<file path="src/rtl/alu_arb_pkg.sv">
// Shared types and constants for the round-robin shared nibble-serial ALU.
// Imported by the interface, the arbiter top and the nibble adder.
package alu_arb_pkg;

    localparam int NIBBLE_W       = 4;
    localparam int MAX_NIBBLE_IDX = 7;

    typedef enum logic {
        ADD = 1'b0,
        SUB = 1'b1
    } AluOp;

    typedef enum logic [1:0] {
        IDLE = 2'd0,
        RUN  = 2'd1,
        DONE = 2'd2
    } ArbState;

endpackage

</file>
<file path="src/rtl/alu_share_arbiter_if.sv">
// Requester-side bundle of the shared ALU: per-requester request/operands in,
// grant and completion status out. The arbiter uses the slave modport.
interface alu_share_arbiter_if #(
    parameter int NUM_REQ = 2
);
    import alu_arb_pkg::*;

    localparam int ID_W = (NUM_REQ > 1) ? $clog2(NUM_REQ) : 1;

    logic [NUM_REQ-1:0]       req;
    AluOp [NUM_REQ-1:0]       op;
    logic [NUM_REQ-1:0][31:0] word1;
    logic [NUM_REQ-1:0][31:0] word2;
    logic [NUM_REQ-1:0][2:0]  nibbles;

    logic [NUM_REQ-1:0]       gnt;
    logic                     busy;
    logic                     done;
    logic [ID_W-1:0]          done_id;
    logic [31:0]              result;
    logic                     carry_out;

    modport master (
        output req, op, word1, word2, nibbles,
        input  gnt, busy, done, done_id, result, carry_out
    );

    modport slave (
        input  req, op, word1, word2, nibbles,
        output gnt, busy, done, done_id, result, carry_out
    );

endinterface

</file>
<file path="src/rtl/alu_share_arbiter_nibble_adder.sv">
// Combinational 4-bit adder slice used once per RUN cycle by the arbiter.
module nibble_adder
    import alu_arb_pkg::*;
(
    input  logic [NIBBLE_W-1:0] a,
    input  logic [NIBBLE_W-1:0] b,
    input  logic                carry_in,
    output logic [NIBBLE_W-1:0] sum,
    output logic                carry_out
);

    assign {carry_out, sum} = {1'b0, a} + {1'b0, b} + {{NIBBLE_W{1'b0}}, carry_in};

endmodule

</file>
<file path="src/rtl/alu_share_arbiter.sv">
// Round-robin arbiter sharing one nibble-serial ADD/SUB unit among NUM_REQ requesters.
// Optional `ALU_ARB_CARRY_EXT_EN: ADD keeps rippling a live carry into upper nibbles.
module alu_share_arbiter
    import alu_arb_pkg::*;
#(
    parameter int NUM_REQ = 2
) (
    input  logic              clk,
    input  logic              rst_n,
    alu_share_arbiter_if.slave bus
);

    localparam int ID_W = (NUM_REQ > 1) ? $clog2(NUM_REQ) : 1;

    ArbState              state;
    ArbState              state_next;
    logic                 busy;
    logic                 done;

    logic [ID_W-1:0]      rr_ptr;
    logic [ID_W-1:0]      winner;
    logic                 win_valid;

    AluOp                 op_l;
    logic [31:0]          word2_l;
    logic [2:0]           last_idx;
    logic [2:0]           idx;
    logic                 carry;

    logic [NUM_REQ-1:0]   gnt;
    logic [ID_W-1:0]      done_id;
    logic [31:0]          result;
    logic                 carry_out;

    logic [NIBBLE_W-1:0]  a_nib;
    logic [NIBBLE_W-1:0]  b_raw;
    logic [NIBBLE_W-1:0]  b_eff;
    logic [NIBBLE_W-1:0]  sum_nib;
    logic                 sum_carry;
    logic                 run_end;

    // Round-robin search: first requester at or after rr_ptr, wrapping.
    always_comb begin
        int unsigned cand;
        win_valid = 1'b0;
        winner    = '0;
        cand      = 0;
        for (int k = 0; k < NUM_REQ; k++) begin
            cand = int'(rr_ptr) + k;
            if (cand >= NUM_REQ) cand = cand - NUM_REQ;
            if (!win_valid && bus.req[cand]) begin
                win_valid = 1'b1;
                winner    = ID_W'(cand);
            end
        end
    end

    assign a_nib = result[{idx, 2'b00} +: NIBBLE_W];

`ifdef ALU_ARB_CARRY_EXT_EN
    logic extend;

    // Past the requested count only the carry ripples in, so the b nibble is zero.
    assign b_raw   = (idx > last_idx) ? '0 : word2_l[{idx, 2'b00} +: NIBBLE_W];
    assign extend  = (op_l == ADD) && sum_carry && (idx != 3'(MAX_NIBBLE_IDX));
    assign run_end = (idx >= last_idx) && !extend;
`else
    assign b_raw   = word2_l[{idx, 2'b00} +: NIBBLE_W];
    assign run_end = (idx >= last_idx);
`endif

    assign b_eff = (op_l == SUB) ? ~b_raw : b_raw;

    nibble_adder u_nibble_adder (
        .a         (a_nib),
        .b         (b_eff),
        .carry_in  (carry),
        .sum       (sum_nib),
        .carry_out (sum_carry)
    );

    // ---- state register ----
    always_ff @(posedge clk or negedge rst_n) begin
        if (!rst_n) state <= IDLE;
        else        state <= state_next;
    end

    always_comb begin
        state_next = state;
        busy       = 1'b1;
        done       = 1'b0;
        case (state)
            IDLE: begin
                busy = 1'b0;
                if (win_valid) state_next = RUN;
            end
            RUN: begin
                if (run_end) state_next = DONE;
            end
            DONE: begin
                done       = 1'b1;
                state_next = IDLE;
            end
            default: begin
                busy       = 1'b0;
                state_next = IDLE;
            end
        endcase
    end

    // ---- grant, pointer and visible result registers ----
    always_ff @(posedge clk or negedge rst_n) begin
        if (!rst_n) begin
            gnt       <= '0;
            rr_ptr    <= '0;
            done_id   <= '0;
            result    <= '0;
            carry_out <= 1'b0;
        end else begin
            case (state)
                IDLE: begin
                    if (win_valid) begin
                        gnt     <= NUM_REQ'(1) << winner;
                        rr_ptr  <= (int'(winner) == NUM_REQ - 1) ? '0 : winner + 1'b1;
                        done_id <= winner;
                        result  <= bus.word1[winner];
                    end
                end
                RUN: begin
                    result[{idx, 2'b00} +: NIBBLE_W] <= sum_nib;
                    if (run_end) carry_out <= sum_carry;
                end
                DONE: gnt <= '0;
                default: ;
            endcase
        end
    end

    // ---- latched operands and nibble sequencer (reloaded at every grant) ----
    always_ff @(posedge clk) begin
        if (state == IDLE && win_valid) begin
            op_l     <= bus.op[winner];
            word2_l  <= bus.word2[winner];
            last_idx <= bus.nibbles[winner];
            idx      <= '0;
            carry    <= (bus.op[winner] == SUB);
        end else if (state == RUN) begin
            carry <= sum_carry;
            if (!run_end) idx <= idx + 3'd1;
        end
    end

    assign bus.gnt       = gnt;
    assign bus.busy      = busy;
    assign bus.done      = done;
    assign bus.done_id   = done_id;
    assign bus.result    = result;
    assign bus.carry_out = carry_out;

endmodule
</file>
<file path="src/flat_wrapper.sv">
// flat-port wrapper written by rule: the top's interface ports become plain ports
module alu_share_arbiter_flat import alu_arb_pkg::*;
#(
    parameter int NUM_REQ = 2
)
  (clk, rst_n, bus_req, bus_op, bus_word1, bus_word2, bus_nibbles, bus_gnt, bus_busy, bus_done, bus_done_id, bus_result, bus_carry_out);
  alu_share_arbiter_if #(.NUM_REQ(NUM_REQ)) bus_i ();
  input  logic clk;
  input  logic rst_n;
  input wire logic [$bits(bus_i.req)-1:0] bus_req;
  input wire logic [$bits(bus_i.op)-1:0] bus_op;
  input wire logic [$bits(bus_i.word1)-1:0] bus_word1;
  input wire logic [$bits(bus_i.word2)-1:0] bus_word2;
  input wire logic [$bits(bus_i.nibbles)-1:0] bus_nibbles;
  output wire logic [$bits(bus_i.gnt)-1:0] bus_gnt;
  output wire logic [$bits(bus_i.busy)-1:0] bus_busy;
  output wire logic [$bits(bus_i.done)-1:0] bus_done;
  output wire logic [$bits(bus_i.done_id)-1:0] bus_done_id;
  output wire logic [$bits(bus_i.result)-1:0] bus_result;
  output wire logic [$bits(bus_i.carry_out)-1:0] bus_carry_out;
  assign bus_i.req = bus_req;
  assign bus_i.op = bus_op;
  assign bus_i.word1 = bus_word1;
  assign bus_i.word2 = bus_word2;
  assign bus_i.nibbles = bus_nibbles;
  assign bus_gnt = bus_i.gnt;
  assign bus_busy = bus_i.busy;
  assign bus_done = bus_i.done;
  assign bus_done_id = bus_i.done_id;
  assign bus_result = bus_i.result;
  assign bus_carry_out = bus_i.carry_out;
  alu_share_arbiter #(.NUM_REQ(NUM_REQ)) u_core (.clk(clk), .rst_n(rst_n), .bus(bus_i));
endmodule
</file>
<file path="config.mk">
export PLATFORM = sky130hd
export DESIGN_NAME = alu_share_arbiter_flat
export DESIGN_NICKNAME = d
export VERILOG_FILES = /design/src/rtl/alu_arb_pkg.sv /design/src/rtl/alu_share_arbiter_if.sv /design/src/rtl/alu_share_arbiter_nibble_adder.sv /design/src/rtl/alu_share_arbiter.sv /design/src/flat_wrapper.sv
export SDC_FILE = /design/constraint.sdc
export NUM_CORES = 1
export LEC_CHECK = 0
export CAP_MARGIN = 5
export CORE_MARGIN = 3
export CORE_UTILIZATION = 30
export CTS_BUF_LIST = sky130_fd_sc_hd__clkbuf_4
export DETAILED_ROUTE_END_ITERATION = 16
export PLACE_DENSITY = 0.6
export SLEW_MARGIN = 10
export SYNTH_ARGS = -nofsm -noshare
export SYNTH_HDL_FRONTEND = slang
export SYNTH_SLANG_ARGS = --single-unit
</file>
<file path="constraint.sdc">
create_clock -name clk -period 5.47 [get_ports clk]
set_input_delay 1.3675 -clock clk [delete_from_list [all_inputs] [get_ports clk]]
set_output_delay 1.3675 -clock clk [all_outputs]
set_load 0.02 [all_outputs]
</file>
==> results.py, run 1 <==
metrics = {
    "run_status": {
        "outcome": "completed",
    },
    "final_layout": {
        "fin_nets": 738,
        "postLayoutCellArea_um2": 7090,
        "area_growth_pct": 41.9,
        "n_antenna_cell": 0,
        "drive_gt1_frac": 0.177,
    },
    "pwr": {
        "power_leakage_nw": 2.75,
        "switching_share": 0.428,
        "irDropWorstVdd_mv": 0.203,
        "power_mw": 3.81,
        "seq_power_share": 0.284,
        "clockPowerShare": 0.119,
        "p_comb_frac": 0.597,
        "internal-power_mw": 2.18,
        "p_per_area_nw_per_um2": 537,
        "p_switching_mw": 1.63,
    },
    "sta": {
        "finalCritPeriodShare": 0.681,
        "rsz0062_at_grt": "no",
        "finalWorstSetupSlack_ps": 1740,
        "slew_viol_final": 0,
        "worst_slew_pin_slew_ps": 978,
        "tns_ps": 0,
        "maxSlewHeadroom": 0.348,
        "max_freq_mhz": 268,
        "fin_skew_ps": 17.6,
        "hold_viol_final": 0,
        "min_period_ps": 3730,
        "setup_viol": 0,
    },
    "setup_path": {
        "worst_ep_arrival_time_ps": 4100,
        "end_kind": "flip-flop",
        "critPathRequiredTime_ps": 5840,
        "path_max_fanout": 9,
        "startpoint_type": "flip-flop",
        "worstSetupPathType": "reg2reg",
    },
    "floorplanning": {
        "start_util": 0.310,
        "die_y_um": 135,
        "die-area_um2": 18300,
        "row_count": 46,
        "ioPinCount": 178,
        "fp.dieW_um": 135,
        "core_um2": 16100,
    },
    "clock_tree": {
        "numCtsBuffers": 9,
        "clockRootBuffer": "clkbuf_4",
        "clockBufferDepth": 2,
        "clock_latency_ps": 440,
        "post_cts_resized": 0,
        "cts_sinks": 79,
        "post-cts-setup-buffers": 0,
        "clk_pin_slew_ps": 120,
        "cts_tree": "built",
        "htree_levels": 3,
        "postCtsHoldBufs": 0,
    },
    "synth": {
        "yosys_register_bits": 79,
        "synth.yosys.warnings": 0,
        "synth_area_leaders": "edfxtp_1, dfrtp_1, mux2_2",
        "yosysTopAreaCellShare": 0.222,
        "synth-simple-area-share": 0.0958,
        "synth.most_common_cell": "mux2_2",
        "synthAdderAreaFrac": 0.0405,
        "synth_compound_area_frac": 0.141,
        "synthCells": 420,
        "synth_top_family_by_area": "multiplexers",
        "synth_largest_area_cell": "edfxtp_1",
        "synth_nets": 575,
        "synth_mux_area_frac": 0.224,
        "synth_edf_count": 37,
        "ys.flop_type": "dfrtp_1",
        "seq_area_frac_synth": 0.429,
        "synthArstFlopShare": 0.494,
        "synth_common_cells": "mux2_2, dfrtp_1, edfxtp_1, mux2i_1, inv_1",
        "synth_cell_types": 59,
        "synth_xor_area_frac": 0.0123,
        "synthesis.area_um2": 5000,
        "avgSynthCellArea_um2": 11.9,
    },
    "placement": {
        "place.gp.congestion": 0.818,
        "place_area_um2": 6900,
        "portBuffers": 177,
        "dp_hpwl_um": 11800,
        "pre_cts_slack_ps": 1740,
    },
    "routing": {
        "drc": 0,
        "drt-vias-per-instance": 5.18,
        "ant_nets": 0,
        "routedWlPerCell_um": 18.9,
        "drt-pass1-iter-count": 5,
        "vias": 4167,
        "drt-initial-drc-count": 310,
        "wl_um": 15200,
    },
    "grt": {
        "antenna_found_initial": 0,
        "grt_max_degree": 40,
        "grt_overflow": 0,
        "grt_pass1_wl_um": 23800,
        "grt_use_total": 0.167,
        "first_global_vias": 4350,
    },
    "min_path": {
        "worstHoldPathType": "reg2reg",
    },
    "run": {
        "maxCapViolations": 0,
    },
}
[sequential cells by signal (all words and copies together) (netlist names)]
register	flops
u_core.bus.gnt	2
u_core.bus.result	32
u_core.bus.carry_out	1
u_core.state	2
u_core.last_idx	3
u_core.rr_ptr	1
u_core.word2_l	32
u_core.bus.done_id	1
u_core.carry	1
u_core.idx	3
u_core.op_l	1
[power by group through the flow]
stage / clock (mW) / combinational [mW] / sequential [mW]
finish: 0.453 / 2.27 / 1.08
global route: 0.490 / 2.48 / 1.11
CTS: 0.464 / 2.29 / 1.09
detailed placement: 0 / 2.28 / 1.10
global placement: 0 / 2.24 / 1.09
floorplan: 0 / 1.43 / 1.17
[placed cells by master, fill, tap and decap left out, types with 4 or more instances in the layout]
cell             Yosys  final
clkdlybuf4s50_1      0    176
mux2_2              46     46
dfrtp_1             39     39
edfxtp_1            37     37
mux2i_1             24     24
inv_1               22     22
nor2_1              19     19
a21oi_1             18     18
mux4_2              16     16
o21ai_0             16     16
a211oi_1            16     16
nand2_1             16     15
nand3_1             14     14
a221o_1             13     13
ha_1                13     13
and3_1              11     11
clkbuf_4             0     10
a222oi_1             8      8
buf_4                2      6
xnor2_1              5      5
o21a_1               4      4
[kinds of logic after synthesis]
group | after synthesis
and+or+nand+nor | 83
muxes | 86
AOI/OAI and AO/OA | 95
xor gates and xnor gates | 7
adders and majority gates | 15
buffers and inverters | 55
DFF | 79
[layer usage]
metal	track usage	up-vias	wire length, um
met5	0	-	0
met4	0.0364	0	175
met3	0.0432	16	1170
met2	0.268	181	7030
met1	0.228	2020	6840
li1	-	1950	-
[critical path, stage by stage (launching register included)]
cell     delay, ps
dfxtp_1        680
mux4_2         580
mux2i_1        200
xor2_1         110
fa_1           440
fa_1           420
xor2_1         170
nor3b_1        640
mux2_2         290
a221o_1        130
[through the flow]
stage	util	std cells	hold slack (ps)
3_3_place_gp	0.428	788	500
5_1_grt	0.440	804	551
6_report	0.440	804	517
3_5_place_dp	0.428	788	489
4_1_cts	0.440	804	517
2_1_floorplan	-	420	493
[layout make-up]
cell class / instances / area, um^2
multi-input cells: 286 / 2570
flip-flops and latches: 79 / 2150
clock buffers: 10 / 75.1
repair buffers: 184 / 1830
clock inverters: 6 / 116
inverters: 23 / 86.3
well taps: 216 / 270
fillers: 1528 / 9020
[worst paths after layout]
| path | startpoint | to | slack (ps) | cells after the start |
|---|---|---|---|---|
| min reg2reg | u_core.bus.done_id$_DFFE_PN0P_ | u_core.bus.done_id$_DFFE_PN0P_ | 520 | 1 |
| min in group asynchronous | rst_n | u_core.bus.gnt[0]$_DFFE_PN0P_ | 1050 | 1 |
| max | u_core.idx[0]$_SDFFE_PP0P_ | u_core.bus.result[10]$_DFFE_PN0P_ | 1740 | 9 |
| max reg2reg | u_core.idx[0]$_SDFFE_PP0P_ | u_core.bus.result[10]$_DFFE_PN0P_ | 1740 | 9 |
| max in group asynchronous | rst_n | u_core.bus.result[12]$_DFFE_PN0P_ | 3860 | 1 |
| min | u_core.bus.done_id$_DFFE_PN0P_ | u_core.bus.done_id$_DFFE_PN0P_ | 520 | 1 |
No activity file was read; power rests on OpenSTA's default activity.
==> inputs of run 2 (changes only) <==
Settings changed: PLACE_DENSITY 0.6 to 0.62.
Clock period 5.47 ns to 3.4 ns, I/O delays scaled along.
==> run 2 against run 1 <==
- fmax up 16%
- non-clock buffer count up 10
- power up 64%
- clock power up 46%
- utilization up 0.63 points
- via count up 0.26%
- sequential power up 61%
- die area unchanged
- register-to-register slack worse by 1600 ps
- sequential share of layout area down 0.41 points
- largest power group unchanged
==> results.py, run 2 (same netlist as run 1, synthesis figures left out) <==
metrics = {
    "final_layout": {
        "fin_nets": 748,
        "final_cells": 814,
        "multiInputGateArea_um2": 2580,
        "final_common_cell": "clkdlybuf4s50_1",
        "n_fill_cell": 1487,
        "area_growth_pct": 43.9,
        "regArea_um2": 2150,
        "final_util": 0.447,
        "drive_gt1_frac": 0.196,
        "postLayoutCellArea_um2": 7200,
        "n_antenna_cell": 0,
        "reg.largest.list": "u_core.bus.result (32), u_core.word2_l (32)",
        "layout_common_cells": "clkdlybuf4s50_1, mux2_2, dfrtp_1",
    },
    "grt": {
        "antenna_found_initial": 0,
        "grt_pass1_wl_um": 23600,
        "grt_overflow": 0,
        "grt_use_total": 0.164,
        "first_global_vias": 4363,
        "grt_max_degree": 40,
    },
    "routing": {
        "drt-vias-per-instance": 5.13,
        "vias": 4178,
        "routedWlPerCell_um": 18.8,
        "drt-initial-drc-count": 390,
        "ant_nets": 0,
        "drc": 0,
        "drt-pass1-iter-count": 5,
        "wl_um": 15300,
    },
    "setup_path": {
        "startpoint_type": "flip-flop",
        "worstSetupPathType": "reg2reg",
        "end_kind": "flip-flop",
        "max_stage_delay_ps": 520,
        "critPathRequiredTime_ps": 3720,
        "path_max_fanout": 7,
        "worstPathCellList": "mux4_2 > mux2i_1 > xor2_1 > fa_1 > fa_1 > xor2_1 > nor3b_2 > mux2_2 > a221o_1",
        "cp_num_buf_inv": 0,
        "cp_top_family": "multiplexers",
        "worst_ep_arrival_time_ps": 3530,
        "crit_slowest_cell": "mux4_2",
    },
    "sta": {
        "max_freq_mhz": 312,
        "rsz0062_at_grt": "no",
        "min_period_ps": 3210,
        "fin_skew_ps": 26.9,
        "setup_viol": 0,
        "finalCritPeriodShare": 0.944,
        "hold_slack_ps": 520,
        "hold_viol_final": 0,
        "worst_slew_pin_slew_ps": 910,
        "slew_viol_final": 0,
        "maxSlewHeadroom": 0.393,
    },
    "clock_tree": {
        "clockRootBuffer": "clkbuf_4",
        "clockBufferDepth": 2,
        "postCtsHoldBufs": 0,
        "cts_tree": "built",
        "cts_sinks": 79,
        "post_cts_resized": 2,
        "numCtsBuffers": 9,
        "clk_pin_slew_ps": 140,
        "post-cts-setup-buffers": 0,
        "clock_latency_ps": 440,
        "htree_levels": 3,
    },
    "floorplanning": {
        "core_um2": 16100,
        "ioPinCount": 178,
        "row_count": 46,
        "die-area_um2": 18300,
        "start_util": 0.310,
        "die_y_um": 135,
        "fp.dieW_um": 135,
    },
    "placement": {
        "place_area_um2": 7020,
        "place.gp.congestion": 0.898,
        "portBuffers": 177,
        "dp_hpwl_um": 11900,
        "dp_cells": 798,
    },
    "pwr": {
        "irDropWorstVdd_mv": 0.396,
        "power_leakage_nw": 2.79,
        "p_per_area_nw_per_um2": 868,
    },
    "run": {
        "maxCapViolations": 0,
    },
    "min_path": {
        "worstHoldPathType": "in2async",
    },
    "run_status": {
        "outcome": "completed",
    },
}
run 2: path summary, 6_finish.rpt:
| kind | startpoint | cells past startpoint | slack [ps] | to |
|---|---|---|---|---|
| setup / recovery | u_core.idx[0]$_SDFFE_PP0P_ | 9 | 190 | u_core.bus.result[10]$_DFFE_PN0P_ |
| hold / removal | rst_n | 1 | 520 | u_core.bus.gnt[0]$_DFFE_PN0P_ |
| setup reg to reg | u_core.idx[0]$_SDFFE_PP0P_ | 9 | 190 | u_core.bus.result[10]$_DFFE_PN0P_ |
| hold reg to reg | u_core.rr_ptr$_DFFE_PN0P_ | 1 | 540 | u_core.rr_ptr$_DFFE_PN0P_ |
| max in group asynchronous | rst_n | 1 | 2290 | u_core.bus.result[1]$_DFFE_PN0P_ |
| min in group clk | u_core.rr_ptr$_DFFE_PN0P_ | 1 | 540 | u_core.rr_ptr$_DFFE_PN0P_ |
run 2: worst register-to-register path, stage by stage, from the launching register on:
cell and delay (ps):
dfxtp_2 420, mux4_2 520, mux2i_1 190, xor2_1 120, fa_1 450, fa_1 420
xor2_1 270, nor3b_2 140, mux2_2 300, a221o_1 280
run 2: report_power, final:
| part | switching (mW) | internal (mW) |
|---|---|---|
| logic | 2.05 | 1.80 |
| clock network | 0.349 | 0.311 |
| registers | 0.295 | 1.45 |
run 2: stage by stage:
stage | setup TNS, ps | total power, mW | setup slack (ps)
after global routing | 0 | 6.68 | 19.2
after detailed placement | -909 | 5.55 | -114
final | 0 | 6.25 | 190
after CTS | 0 | 6.26 | 106
after global placement | -13.2 | 5.45 | -13.2
after floorplan | 0 | 4.18 | 328
run 2: area by class of cell:
cell class                 count  share of cell area
clock inverter                 6              0.0129
inverter                      23              0.0120
sequential                    79               0.299
timing repair buffer         194               0.270
multi-input combinational    286               0.358
tap                          216              0.0376
clock buffer                  10              0.0104
run 2: metal layers:
| metal | track usage | wire [um] | vias to the layer above |
|---|---|---|---|
| li1 | - | - | 1974 |
| met1 | 0.232 | 6960 | 1986 |
| met2 | 0.256 | 6930 | 201 |
| met3 | 0.0432 | 1250 | 17 |
| met4 | 0.0347 | 176 | 0 |
| met5 | 0 | 0 | - |
==> inputs of run 3 (changes only) <==
Settings changed: CTS_BUF_LIST sky130_fd_sc_hd__clkbuf_4 to unset.
==> run 3 against run 2 <==
- power grew 6.2%
- fmax down 1.4%
- via count up 0.22%
- sequential share of layout area shrank 0.63 points
- cell count is the same
- flip-flop and latch count is the same
- critical path depth did not move
- non-clock buffer count did not move
- critical endpoint unchanged
- register-to-register slack lost 50 ps
- wire length down 0.36%
==> results.py, run 3 (same netlist as run 1, synthesis figures left out) <==
metrics = {
    "run_status": {
        "outcome": "completed",
    },
    "sta": {
        "finalCritPeriodShare": 0.958,
        "maxSlewHeadroom": 0.401,
        "rsz0062_at_grt": "no",
        "slew_viol_final": 0,
        "max_freq_mhz": 307,
        "setup_viol": 0,
        "finalWorstSetupSlack_ps": 144,
        "hold_viol_final": 0,
        "fin_skew_ps": 10.7,
        "worst_slew_pin_slew_ps": 898,
        "min_period_ps": 3260,
    },
    "clock_tree": {
        "cts_sinks": 79,
        "clockBufferDepth": 2,
        "clock_latency_ps": 330,
        "htree_levels": 3,
        "numCtsBuffers": 9,
        "cts_tree": "built",
        "post-cts-setup-buffers": 0,
        "clk_pin_slew_ps": 60,
        "clockRootBuffer": "clkbuf_16",
        "postCtsHoldBufs": 0,
    },
    "setup_path": {
        "crit_cells": 9,
        "worst_ep_arrival_time_ps": 3470,
        "cp_top_family": "multiplexers",
        "cp_num_buf_inv": 0,
        "worstSetupPathType": "reg2reg",
        "crit_slowest_cell": "dfxtp_1",
        "worstRegToRegCells": 9,
        "end_kind": "flip-flop",
        "r2r_setup_slack_ps": 140,
        "path_max_fanout": 7,
        "critPathRequiredTime_ps": 3610,
        "startpoint_type": "flip-flop",
        "worstPathCellList": "mux4_2 > mux2i_1 > xor2_1 > fa_1 > fa_1 > xor2_1 > nor3b_2 > mux2_2 > a221o_1",
        "max_stage_delay_ps": 550,
    },
    "pwr": {
        "switching_share": 0.413,
        "power_leakage_nw": 2.86,
        "p_switching_mw": 2.74,
        "irDropWorstVdd_mv": 0.407,
        "internal-power_mw": 3.90,
        "clockPowerShare": 0.156,
        "seq_power_share": 0.263,
        "p_comb_frac": 0.581,
        "p_per_area_nw_per_um2": 903,
    },
    "final_layout": {
        "postLayoutCellArea_um2": 7350,
        "drive_gt1_frac": 0.194,
        "final_common_cell": "clkdlybuf4s50_1",
        "area_growth_pct": 47.0,
        "layout_common_cells": "clkdlybuf4s50_1, mux2_2, dfrtp_1",
        "fin_nets": 748,
        "n_antenna_cell": 0,
        "reg.largest.list": "u_core.bus.result (32), u_core.word2_l (32)",
    },
    "routing": {
        "drt-initial-drc-count": 406,
        "drt-pass1-iter-count": 5,
        "drc": 0,
        "wl_um": 15300,
        "vias": 4187,
        "drt-vias-per-instance": 5.14,
        "routedWlPerCell_um": 18.7,
        "ant_nets": 0,
    },
    "grt": {
        "grt_overflow": 0,
        "grt_use_total": 0.165,
        "grt_pass1_wl_um": 23700,
        "grt_max_degree": 40,
        "antenna_found_initial": 0,
        "first_global_vias": 4368,
    },
    "run": {
        "maxCapViolations": 0,
    },
    "min_path": {
        "hold_depth": 1,
        "worstHoldPathType": "reg2reg",
    },
    "floorplanning": {
        "row_count": 46,
        "die-area_um2": 18300,
        "start_util": 0.310,
        "core_um2": 16100,
        "fp.dieW_um": 135,
        "ioPinCount": 178,
        "die_y_um": 135,
    },
    "placement": {
        "place_area_um2": 7020,
        "place.gp.congestion": 0.898,
        "pre_cts_slack_ps": -114,
        "portBuffers": 177,
        "dp_hpwl_um": 11900,
    },
}
## run 3: final timing paths
path	start	to
max reg2reg	u_core.idx[1]$_SDFFE_PP0P_	u_core.bus.result[10]$_DFFE_PN0P_
max in group asynchronous	rst_n	u_core.bus.result[0]$_DFFE_PN0P_
max	u_core.idx[1]$_SDFFE_PP0P_	u_core.bus.result[10]$_DFFE_PN0P_
min	u_core.rr_ptr$_DFFE_PN0P_	u_core.rr_ptr$_DFFE_PN0P_
min in group asynchronous	rst_n	u_core.bus.gnt[1]$_DFFE_PN0P_
min reg2reg	u_core.rr_ptr$_DFFE_PN0P_	u_core.rr_ptr$_DFFE_PN0P_
## run 3: metal layers
metal  GRT usage  routed length (um)
met1       0.234                6780
met2       0.257                6990
met3      0.0414                1350
met4      0.0364                 134
met5           0                   0
## run 3: metrics by stage
step | power (mW) | hold WS, ps | utilization | std cells | setup TNS (ps)
after floorplan | 4.18 | 493 | - | 420 | 0
after global placement | 5.45 | 506 | 0.435 | 798 | -13.2
after detailed placement | 5.55 | 527 | 0.435 | 798 | -909
after CTS | 6.66 | 535 | 0.456 | 814 | 0
after global routing | 7.07 | 573 | 0.456 | 814 | 0
final | 6.64 | 536 | 0.456 | 814 | 0
## run 3: timing repair
action | 4_1_cts | 5_1_grt
resized for setup | 2 | 1
gates cloned | 0 | 0
endpoints found under the setup margin | 14 | 8
## run 3: power by group through the flow
| stage | sequential, mW | clock, mW | combinational, mW |
|---|---|---|---|
| after floorplan | 1.88 | 0 | 2.30 |
| after global placement | 1.75 | 0 | 3.70 |
| after detailed placement | 1.76 | 0 | 3.80 |
| after CTS | 1.74 | 1.06 | 3.85 |
| after global routing | 1.79 | 1.11 | 4.18 |
| final | 1.74 | 1.04 | 3.86 |
## run 3: cell type report
type                            count  area [um^2]
Clock buffer                       10          229
Clock inverter                      6         92.6
Fill cell                        1463         8770
Inverter                           23         86.3
Multi-Input combinational cell    286         2580
Sequential cell                    79         2150
Tap cell                          216          270
Timing Repair Buffer              194         1940
